==> src/rtl/pe_mac_drain.sv <==
// Drains one column of PE_MAC accumulators: captures them on i_start, clears the PEs,
// then streams rounded/saturated 8-bit results over valid/ready.
module pe_mac_drain #(
    parameter int N     = 4,
    parameter int ACC_W = 16,
    parameter int OUT_W = 8,
    parameter int SHIFT = 4,
    parameter int IDX_W = $clog2(N)
) (
    input  logic                 clk,
    input  logic                 rstn,
    input  logic                 i_start,
    input  logic [N*ACC_W-1:0]   i_mac,
    output logic                 o_clr,
    output logic                 o_busy,
    output logic                 o_valid,
    input  logic                 i_ready,
    output logic [OUT_W-1:0]     o_data,
    output logic [IDX_W-1:0]     o_idx,
    output logic                 o_last,
    output logic                 o_drop
);

    typedef enum logic [0:0] {
        IDLE = 1'b0,
        SEND = 1'b1
    } state_t;

    localparam logic [IDX_W-1:0]       LAST_IDX = IDX_W'(N - 1);
    localparam logic signed [ACC_W:0]  ROUND    = (ACC_W + 1)'(1 << (SHIFT - 1));
    localparam logic signed [ACC_W:0]  SAT_MAX  = (ACC_W + 1)'((1 << (OUT_W - 1)) - 1);
    localparam logic signed [ACC_W:0]  SAT_MIN  = -SAT_MAX - (ACC_W + 1)'(1);

    state_t             state;
    state_t             state_next;
    logic [IDX_W-1:0]   idx;
    logic [IDX_W-1:0]   idx_next;
    logic [ACC_W-1:0]   cap_buf [N];
    logic               capture;
    logic               clr_q;
    logic               clr_next;
    logic               drop_q;
    logic               drop_next;
    logic               fire;

    logic [ACC_W-1:0]        sel_word;
    logic signed [ACC_W:0]   ext_word;
    logic signed [ACC_W:0]   rounded;
    logic signed [ACC_W:0]   shifted;
    logic [OUT_W-1:0]        q_data;

    always_ff @(posedge clk or negedge rstn) begin
        if (!rstn) begin
            state  <= IDLE;
            idx    <= '0;
            clr_q  <= 1'b0;
            drop_q <= 1'b0;
        end else begin
            state  <= state_next;
            idx    <= idx_next;
            clr_q  <= clr_next;
            drop_q <= drop_next;
        end
    end

    // A start arriving on the final transfer edge is a legal back-to-back capture;
    // any other start during SEND would overwrite unsent data and is dropped.
    always_comb begin
        state_next = state;
        idx_next   = idx;
        capture    = 1'b0;
        clr_next   = 1'b0;
        drop_next  = 1'b0;
        fire       = (state == SEND) && i_ready;
        case (state)
            IDLE: begin
                if (i_start) begin
                    capture    = 1'b1;
                    clr_next   = 1'b1;
                    idx_next   = '0;
                    state_next = SEND;
                end
            end
            SEND: begin
                if (fire && (idx == LAST_IDX)) begin
                    idx_next = '0;
                    if (i_start) begin
                        capture    = 1'b1;
                        clr_next   = 1'b1;
                        state_next = SEND;
                    end else begin
                        state_next = IDLE;
                    end
                end else begin
                    if (fire) begin
                        idx_next = idx + IDX_W'(1);
                    end
                    if (i_start) begin
                        drop_next = 1'b1;
                    end
                end
            end
            default: begin
                state_next = IDLE;
                idx_next   = '0;
            end
        endcase
    end

    always_ff @(posedge clk or negedge rstn) begin
        if (!rstn) begin
            for (int k = 0; k < N; k++) begin
                cap_buf[k] <= '0;
            end
        end else if (capture) begin
            for (int k = 0; k < N; k++) begin
                cap_buf[k] <= i_mac[k*ACC_W +: ACC_W];
            end
        end
    end

    // One extra bit of headroom makes the round-half-up add overflow-free.
    always_comb begin
        sel_word = cap_buf[idx];
        ext_word = $signed({sel_word[ACC_W-1], sel_word});
        rounded  = ext_word + ROUND;
        shifted  = rounded >>> SHIFT;
        if (shifted > SAT_MAX) begin
            q_data = SAT_MAX[OUT_W-1:0];
        end else if (shifted < SAT_MIN) begin
            q_data = SAT_MIN[OUT_W-1:0];
        end else begin
            q_data = shifted[OUT_W-1:0];
        end
    end

    assign o_valid = (state == SEND);
    assign o_busy  = (state == SEND);
    assign o_data  = (state == SEND) ? q_data : '0;
    assign o_idx   = idx;
    assign o_last  = (state == SEND) && (idx == LAST_IDX);
    assign o_clr   = clr_q;
    assign o_drop  = drop_q;

endmodule

==> config.mk <==
export PLATFORM = sky130hd
export DESIGN_NAME = pe_mac_drain
export DESIGN_NICKNAME = d
export VERILOG_FILES = /design/src/rtl/pe_mac_drain.sv
export SDC_FILE = /design/constraint.sdc
export NUM_CORES = 1
export LEC_CHECK = 0
export CAP_MARGIN = 20
export CORE_UTILIZATION = 35
export DETAILED_ROUTE_END_ITERATION = 8
export DONT_BUFFER_PORTS = 1
export SLEW_MARGIN = 5
export SYNTH_ARGS = -nofsm -noshare
export SYNTH_HDL_FRONTEND = slang
export SYNTH_SLANG_ARGS = --single-unit
==> constraint.sdc <==
create_clock -name clk -period 6.2 [get_ports clk]
set_clock_uncertainty 0.2 [all_clocks]
set_input_delay 0.31 -clock clk [delete_from_list [all_inputs] [get_ports clk]]
set_output_delay 0.31 -clock clk [all_outputs]
set_load 0.01 [all_outputs]
==> run summary, run 1 <==
status = complete, no violations
core area = 0.00785 mm²
CTS buffer count = 9
Resized cells post-CTS = 0
Final WS setup = 2.52 ns
Die Ht = 93.0 µm
mean number of vias per cell = 5.01
antenna violations before repair = 0
relative slew slack = 0.296
vias = 2348
filler instances = 779
mean area per synthesized cell = 9.28 µm²
WHS = 0.0450 ns
Setup Crit Path Kind = reg2out
final setup fails = 0
DRT iter0 DRCs = 131
dpl hpwl = 4300 µm
YS warnings = 0
multi-input logic area = 0.00137 mm²
min cycle time layout = 3.68 ns
Synth top cells by count = nand2_1 (166), dfrtp_1 (57), clkbuf_1 (11)
Post-CTS Setup Inserts = 0
Post-synth ARST share = 1.00
post-route antenna net violation count = 0
Syn Inst Count = 312
TNS Setup = 0 ns
WL/cell = 14.7 µm
critical path peak fanout = 17
I/O pin count = 83
Crit path required time = 5.69 ns
max cap viols = 0
clock transition at the registers of the reported paths = 0.06 ns
maximum vdd drop = 0.171 mV
area share of the largest cell type after synthesis = 0.492
largest area contributor in the synthesized netlist = dfrtp_1
ant diodes = 0
Die Area = 0.00864 mm²
depth of the CTS H-tree = 3
IO buf count = 0
Clk Latency, worst-skew pair = 0.33 ns
CP endpoint kind = output pin
hold buffers post-CTS = 55
CTS tree = built
fin nets = 433
element type at the critical path start = flip-flop
largest net degree at the start of global routing = 58
Final Cycle Share = 0.594
GP Congestion = 0.782
CTS sink cnt = 57
fin area = 0.00370 mm²
Final Hold Vio Count = 0
chip width = 93.0 µm
Reg area = 0.00143 mm²
cell with the most instances after synthesis = nand2_1
Routed WL = 6910 µm
Remaining Overflow, GRT = 0
Initial Utilization = 0.369
GRT Util Overall = 0.178
pwr/cell area = 497 mW/mm²
Netlist cell types = 42
mapped cell area = 0.00290 mm²
CP arrival = 3.17 ns
Slew Viols, Final = 0
drt pass-1 iters = 7
Synth Flop Type = dfrtp_1
layout cell share with drive strength beyond 1 = 0.109
DP Worst Slack = 2.37 ns
DRC Markers = 0
syn_nets = 382
Least-Margin Pin Slew = 1.06 ns
Post-DP Area = 0.00293 mm²
CTS Root Cell = clkbuf_8
flop-to-flop setup slack = 2.65 ns
Synth Register Bits = 57
RSZ-0062 raised after global routing = false
Area growth syn-to-layout = 27.9%
Design Power = 1.84 mW
Post-synth EDFFs = 0
vias in the first global route = 2307
Max Fclk = 272 MHz
maximum root-to-sink buffer count = 2
LEAKAGE = 1.77 nW
Worst Hold Class = in2reg
sequential area share after synthesis = 0.492
Area contributors post-synth = dfrtp_1 (49%), nand2_1 (22%), mux4_2 (7.8%)
global-route wire length before repair = 11500 µm
Row Count = 32
## cell type report
type | instances | share of cell area
sequential | 57 | 0.385
tap | 102 | 0.0345
clock buffer | 11 | 0.0355
timing repair buffer | 56 | 0.161
clock inverter | 4 | 0.0122
inverter | 2 | 0.00203
multi-input combinational | 237 | 0.370
## through the flow
step | instances | utilization
2_1_floorplan | 312 | -
3_3_place_gp | 398 | 0.374
3_5_place_dp | 398 | 0.374
4_1_cts | 468 | 0.468
5_1_grt | 469 | 0.472
6_report | 469 | 0.472
## registers in the layout (all words and copies together), names as in the netlist
name and flops:
o_busy 1, o_idx 2, cap_buf 52, o_drop 1
o_clr 1
## cells by family (layout without fill, tap and decap cells)
kind of cell	Yosys count	after routing	synth area share
compound gates	19	19	0.0445
xor+xnor	7	7	0.0212
fa+ha+maj	2	2	0.00864
buf+inv	18	73	0.0354
flops	57	57	0.492
mux	16	16	0.118
simple gates	193	193	0.280
## worst max-delay path, cell delays in order (launching register included)
cell,delay (ns)
dfrtp_1,0.91
mux4_2,0.43
ha_1,0.24
nand3_2,0.16
nor2_2,0.20
mux2_4,0.32
nor4_2,0.22
or3b_4,0.22
o21ai_1,0.12
## per-layer routing
metal,GRT usage,part of all wire
met4,0.0538,0.011
met3,0.0642,0.063
met2,0.272,0.47
met1,0.237,0.45
met5,0,0
## worst paths after layout
kind | from | endpoint | cells past startpoint
max | o_idx[1] | o_data[6] | 8
min | i_ready | o_idx[1] | 3
max reg2reg | o_idx[1] | cap_buf[60] | 6
min reg2reg | cap_buf[23] | cap_buf[23] | 2
max in group asynchronous | rstn | cap_buf[60] | 2
min in group asynchronous | rstn | o_idx[0] | 2
## report_power, final
part	leakage (nW)	internal [mW]	switching, mW
Combinational	0.964	0.372	0.482
Sequential	0.710	0.538	0.122
Clock	0.0929	0.181	0.146
## layout by cell type, fill, tap and decap left out, types with 2 or more instances in the layout
master         count
clkinv_2           3
and2_1             2
clkbuf_8           9
dfrtp_1           57
mux2_2             2
xor2_1             5
clkbuf_1           2
nand4_1            3
nand2b_1           4
dlygate4sd3_1     54
buf_16             2
o21ai_0            2
xnor2_1            2
o21ai_1            7
nand2_1          166
nor2_1             5
ha_1               2
mux4_1             3
mux4_2            10
a21oi_1            2
Power figures use the tool's default switching activity.
==> inputs of run 2 (changes only) <==
--- a/config.mk
+++ b/config.mk
@@ -5,6 +5,7 @@
 export SDC_FILE = /design/constraint.sdc
 export NUM_CORES = 1
 export LEC_CHECK = 0
+export ABC_AREA = 1
 export CAP_MARGIN = 20
 export CORE_UTILIZATION = 35
 export DETAILED_ROUTE_END_ITERATION = 8
==> constraint.sdc (replaced) <==
create_clock -name clk -period 3.8 [get_ports clk]
set_clock_uncertainty 0.2 [all_clocks]
set_input_delay 0.19 -clock clk [delete_from_list [all_inputs] [get_ports clk]]
set_output_delay 0.19 -clock clk [all_outputs]
set_load 0.01 [all_outputs]
==> run 2 against run 1 <==
Register-to-register slack got worse by 1.1 ns. First-iteration DRC count increased by 2.3%. Sequential share of layout area decreased by 3.0 points. Synthesized area grew 9.9%. Global-route usage is 0.40 points lower. Critical path depth increased by 7. Routed wire length rose by 13%. Final cell count increased by 33%. Critical endpoint is now o_data[5].
==> run summary, run 2 <==
CTS sink cnt = 57
RR Endpoint = cap_buf[56]
DRC Markers = 0
Resized cells post-CTS = 0
sequential area share after synthesis = 0.448
Setup Crit Path Kind = reg2out
Area growth syn-to-layout = 26.2%
Area contributors post-synth = dfrtp_1 (45%), nand2_1 (30%), nand3_1 (4.4%)
status = complete, no violations
Post-CTS Setup Inserts = 0
cell with the most instances after synthesis = nand2_1
Synth top cells by count = nand2_1 (257), dfrtp_1 (57), inv_1 (28), nand3_1 (28), o21ai_0 (15)
Final WS setup = 0.597 ns
DRT iter0 DRCs = 134
fin nets = 583
syn_nets = 532
CTS buffer count = 9
CP cell instances = clkinv_2 > nand2_1 > nand2_2 > ha_1 > nand2_1 > nor2_4 > nand2_2 > nand2_1 > nand2_1 > nand3_1 > nor2_1 > nand2_1 > nand2_2 > nand2_1 > a21oi_1
dpl hpwl = 5180 µm
YS warnings = 0
Worst Path Buf+Inv = 1
largest area contributor in the synthesized netlist = dfrtp_1
maximum root-to-sink buffer count = 2
slowest CP cell = dfrtp_1
CTS Root Cell = clkbuf_8
core area = 0.00876 mm²
RSZ-0062 raised after global routing = false
ant diodes = 0
Die Ht = 97.4 µm
Clk Latency, worst-skew pair = 0.34 ns
post-route antenna net violation count = 0
Synth Flop Type = dfrtp_1
Largest stage delay, worst path = 0.54 ns
area share of the largest cell type after synthesis = 0.448
Final Cycle Share = 0.843
Post-synth EDFFs = 0
critical path peak fanout = 18
TNS Setup = 0 ns
global-route wire length before repair = 13300 µm
Synth Register Bits = 57
Most flops, register = cap_buf
min cycle time layout = 3.20 ns
FF-to-FF path depth = 7
Remaining Overflow, GRT = 0
WL/cell = 12.5 µm
CP arrival = 2.81 ns
Worst R2R Start = o_idx[0]
Crit path required time = 3.41 ns
placed cell count = 554
CP endpoint kind = output pin
mean number of vias per cell = 4.71
chip width = 97.4 µm
hold buffers post-CTS = 56
most common cell after layout, fill and taps aside = nand2_1
non-filler cells in the finished layout = 626
Row Count = 34
layout cell share with drive strength beyond 1 = 0.0869
vias = 2946
CP dominant cell by count = nand2_1
pwr/cell area = 820 mW/mm²
Die Area = 0.00948 mm²
Worst Hold Class = in2async
mean area per synthesized cell = 6.89 µm²
Final Hold Vio Count = 0
element type at the critical path start = flip-flop
antenna violations before repair = 0
Routed WL = 7810 µm
number of flip-flops under the largest register name = 52
GP Congestion = 0.855
IO buf count = 0
most frequent cells in the layout = nand2_1 (257), dfrtp_1 (57), dlygate4sd3_1 (55)
I/O pin count = 83
clock transition at the registers of the reported paths = 0.07 ns
vias in the first global route = 2829
flop-to-flop setup slack = 1.52 ns
LEAKAGE = 2.07 nW
Max Fclk = 312 MHz
GRT Util Overall = 0.174
Slew Viols, Final = 0
depth of the CTS H-tree = 3
drt pass-1 iters = 4
Netlist cell types = 26
mapped cell area = 0.00318 mm²
DP Worst Slack = 0.918 ns
largest net degree at the start of global routing = 67
Least-Margin Pin Slew = 0.607 ns
Crit path max-delay family = simple AND/OR/NAND/NOR gates
Post-synth ARST share = 1.00
relative slew slack = 0.595
final setup fails = 0
CTS tree = built
Syn Inst Count = 462
WHS = 0.189 ns
max cap viols = 0
filler instances = 920
maximum vdd drop = 0.337 mV
Initial Utilization = 0.363
-- run 2: changes by cell type in the layout (fill, tap and decap cells not counted), sizes merged, moves of 5 or more --
cell / delta
nand2b: -5
nor2: +10
o21ai: +8
nand3: +28
mux4: -13
nand2: +100
a21oi: +8
inv: +31
-- run 2: cell type report --
class	instances	area, µm²	area share
multi-input combinational	351	1520	0.377
tap	108	135	0.0336
sequential	57	1430	0.355
timing repair buffer	60	608	0.151
inverter	34	129	0.0321
clock buffer	10	138	0.0343
clock inverter	6	66.3	0.0165
-- run 2: cells by family (layout without fill, tap and decap cells) --
kind of cell	Yosys count	count (layout)	share of synthesized area
simple gates	314	314	0.402
flops	57	57	0.448
compound gates	29	29	0.0476
xor+xnor	6	6	0.0165
fa+ha+maj	2	2	0.00786
buf+inv	54	110	0.0782
-- run 2: worst max path at each step --
stage / from / to / cells past startpoint / slack [ns]
after floorplan: o_idx[0] / o_data[0] / 17 / 1.30
final: o_idx[1] / o_data[5] / 15 / 0.60
after global routing: o_idx[0] / o_data[0] / 16 / 0.29
after global placement: o_idx[0] / o_data[3] / 16 / 0.96
after CTS: o_idx[0] / o_data[5] / 16 / 0.54
after detailed placement: o_idx[0] / o_data[5] / 16 / 0.92
-- run 2: metrics by stage --
| step | util | area (µm²) | power [mW] |
|---|---|---|---|
| after floorplan | - | 3180 | 2.36 |
| after global placement | 0.369 | 3240 | 2.64 |
| after detailed placement | 0.369 | 3240 | 2.67 |
| after CTS | 0.458 | 4020 | 3.33 |
| after global routing | 0.458 | 4020 | 3.62 |
| final | 0.458 | 4020 | 3.29 |
-- run 2: where the power goes --
part	switching [mW]	total, mW	internal (mW)
registers	0.142	1.02	0.877
clock network	0.260	0.581	0.321
logic	1.15	1.69	0.542
-- run 2: per-layer routing --
metal | track usage | vias to the layer above | wire length [µm]
li1 | - | 1515 | -
met1 | 0.237 | 1342 | 3780
met2 | 0.270 | 83 | 3570
met3 | 0.0540 | 6 | 378
met4 | 0.0385 | 0 | 79
met5 | 0 | - | 0
==> inputs of run 3 (changes only) <==
--- a/config.mk
+++ b/config.mk
@@ -5,7 +5,7 @@
 export SDC_FILE = /design/constraint.sdc
 export NUM_CORES = 1
 export LEC_CHECK = 0
-export ABC_AREA = 1
+export ABC_AREA = 0
 export CAP_MARGIN = 20
 export CORE_UTILIZATION = 35
 export DETAILED_ROUTE_END_ITERATION = 8
==> constraint.sdc (replaced) <==
create_clock -name clk -period 2.9 [get_ports clk]
set_clock_uncertainty 0.2 [all_clocks]
set_input_delay 0.145 -clock clk [delete_from_list [all_inputs] [get_ports clk]]
set_output_delay 0.145 -clock clk [all_outputs]
set_load 0.01 [all_outputs]
==> run 3 against run 2 <==
The flow now finishes with violations (setup timing). Sequential power rose by 32%. Total power rose by 48%. Combinational power rose by 69%. Design area rose by 1.9%. Register-to-register slack got worse by 1.1 ns. Final cell count fell by 21%. Sequential share of layout area fell by 0.62 points. Clock power rose by 15%. Worst hold slack got worse by 0.10 ns. Global-route usage rose by 0.99 points. Critical path type unchanged.
==> run summary, run 3 (synthesis gave the netlist of run 1 again) <==
Clk Latency, worst-skew pair = 0.33 ns
maximum root-to-sink buffer count = 2
TNS Setup = -1.36 ns
CTS Root Cell = clkbuf_8
Least-Margin Pin Slew = 0.815 ns
CP cell instances = buf_4 > buf_6 > buf_16 > mux4_2 > nand2_1 > nor2_2 > nand4_1 > nand2_2 > or3b_4 > o21ai_4
FF-to-FF path depth = 9
GRT Util Overall = 0.184
chip width = 93.0 µm
fin nets = 456
drt pass-1 iters = 4
Crit. Startpoint = o_idx[0]
antenna violations before repair = 0
RR Endpoint = cap_buf[20]
multi-input logic area = 0.00151 mm²
Die Area = 0.00864 mm²
CTS tree = built
post-route antenna net violation count = 0
Die Ht = 93.0 µm
dpl hpwl = 4460 µm
Final WS setup = -0.185 ns
Most flops, register = cap_buf
flop-to-flop setup slack = 0.40 ns
depth of the CTS H-tree = 3
Final Hold Vio Count = 0
Design Power = 4.87 mW
Final Cycle Share = 1.06
core area = 0.00785 mm²
Crit path required time = 2.56 ns
failing checks = setup timing
Reg area = 0.00143 mm²
Area growth syn-to-layout = 41.3%
most frequent cells in the layout = nand2_1 (165), dfrtp_1 (56), dlygate4sd3_1 (56)
critical path peak fanout = 8
layout cell share with drive strength beyond 1 = 0.203
element type at the critical path start = flip-flop
Worst Hold Class = in2reg
relative slew slack = 0.456
final setup fails = 8
Largest stage delay, worst path = 0.50 ns
max cap viols = 0
Hold Startpoint = i_start
mean number of vias per cell = 4.76
CP arrival = 2.74 ns
Worst Hold Depth = 4
GP Congestion = 0.836
Max Fclk = 324 MHz
vias = 2344
Remaining Overflow, GRT = 0
I/O pin count = 83
WHS Endpoint = cap_buf[22]
min cycle time layout = 3.08 ns
DRT iter0 DRCs = 71
WL/cell = 14.6 µm
Row Count = 32
filler instances = 760
most common cell after layout, fill and taps aside = nand2_1
status = finished with violations
global-route wire length before repair = 11800 µm
largest net degree at the start of global routing = 58
maximum vdd drop = 0.380 mV
LEAKAGE = 1.91 nW
Initial Utilization = 0.369
Routed WL = 7170 µm
DRC Markers = 0
pwr/cell area = 1190 mW/mm²
Worst R2R Start = o_idx[0]
clock transition at the registers of the reported paths = 0.07 ns
IO buf count = 0
vias in the first global route = 2403
CTS buffer count = 9
ant diodes = 0
slowest CP cell = or3b_4
CP endpoint kind = output pin
RSZ-0062 raised after global routing = true
number of flip-flops under the largest register name = 52
Setup Crit Path Kind = reg2out
DP Worst Slack = 0.133 ns
CTS sink cnt = 57
Slew Viols, Final = 0
-- run 3: changes by cell type in the layout (fill, tap and decap cells not counted), sizes merged, moves of 3 or more --
cell / before / now
and2: 0 / 3
nand2b: 0 / 5
o21ai: 18 / 10
nand3: 30 / 2
mux4: 0 / 13
buf: 5 / 23
clkinvlp: 3 / 0
mux2: 0 / 3
inv: 33 / 2
nor2: 16 / 6
nand2: 266 / 166
a21oi: 10 / 2
-- run 3: metal layers --
metal | track usage | vias up | routed length, µm
met2 | 0.290 | 44 | 3460
met3 | 0.0415 | 7 | 260
met4 | 0.0692 | 0 | 80
met1 | 0.247 | 1126 | 3380
met5 | 0 | - | 0
li1 | - | 1167 | -
-- run 3: worst max path at each step --
stage	endpoint	slack, ns	depth (start not counted)
after floorplan	o_data[0]	0.12	10
after global placement	o_data[4]	0.16	9
after detailed placement	o_data[5]	0.13	9
after CTS	o_data[2]	-0.18	10
after global routing	o_data[6]	-0.31	10
final	o_data[5]	-0.18	10
-- run 3: cell type report --
class / count / share of cell area
timing repair buffer: 79 / 0.206
clock inverter: 3 / 0.00367
inverter: 2 / 0.00183
sequential: 57 / 0.349
tap: 102 / 0.0312
multi-input combinational: 237 / 0.368
clock buffer: 12 / 0.0404
-- run 3: stage by stage --
step	hold slack, ns	instance area, µm²	cells	util
finish	0.0870	4090	492	0.522
global route	0.0903	4090	492	0.522
CTS	0.0636	4080	491	0.520
detailed placement	-0.349	3000	405	0.382
global placement	-0.349	3000	405	0.382
floorplan	-0.351	2900	312	-
-- run 3: critical path: cells and delay by family, from the launching register on --
family / cells / cell delay, ns
flops: 1 / 0.45
buf+inv: 3 / 0.41
mux: 1 / 0.41
compound gates: 1 / 0.11
simple gates: 5 / 1.05
-- run 3: power by group --
group / leakage, nW / switching [mW] / total [mW] / internal, mW
Combinational: 1.10 / 1.50 / 2.85 / 1.36
Clock: 0.0980 / 0.301 / 0.671 / 0.371
Sequential: 0.709 / 0.190 / 1.35 / 1.15
-- run 3: what timing repair did --
item / 4_1_cts / 5_1_grt
hold buffers: 57 / 0
setup buffers: 12 / 2
pin swaps: 5 / 4
cloned: 2 / 0
endpoints found under the setup margin: 8 / 8
resized for setup: 35 / 1
hold endpoints to repair: 113 / 0
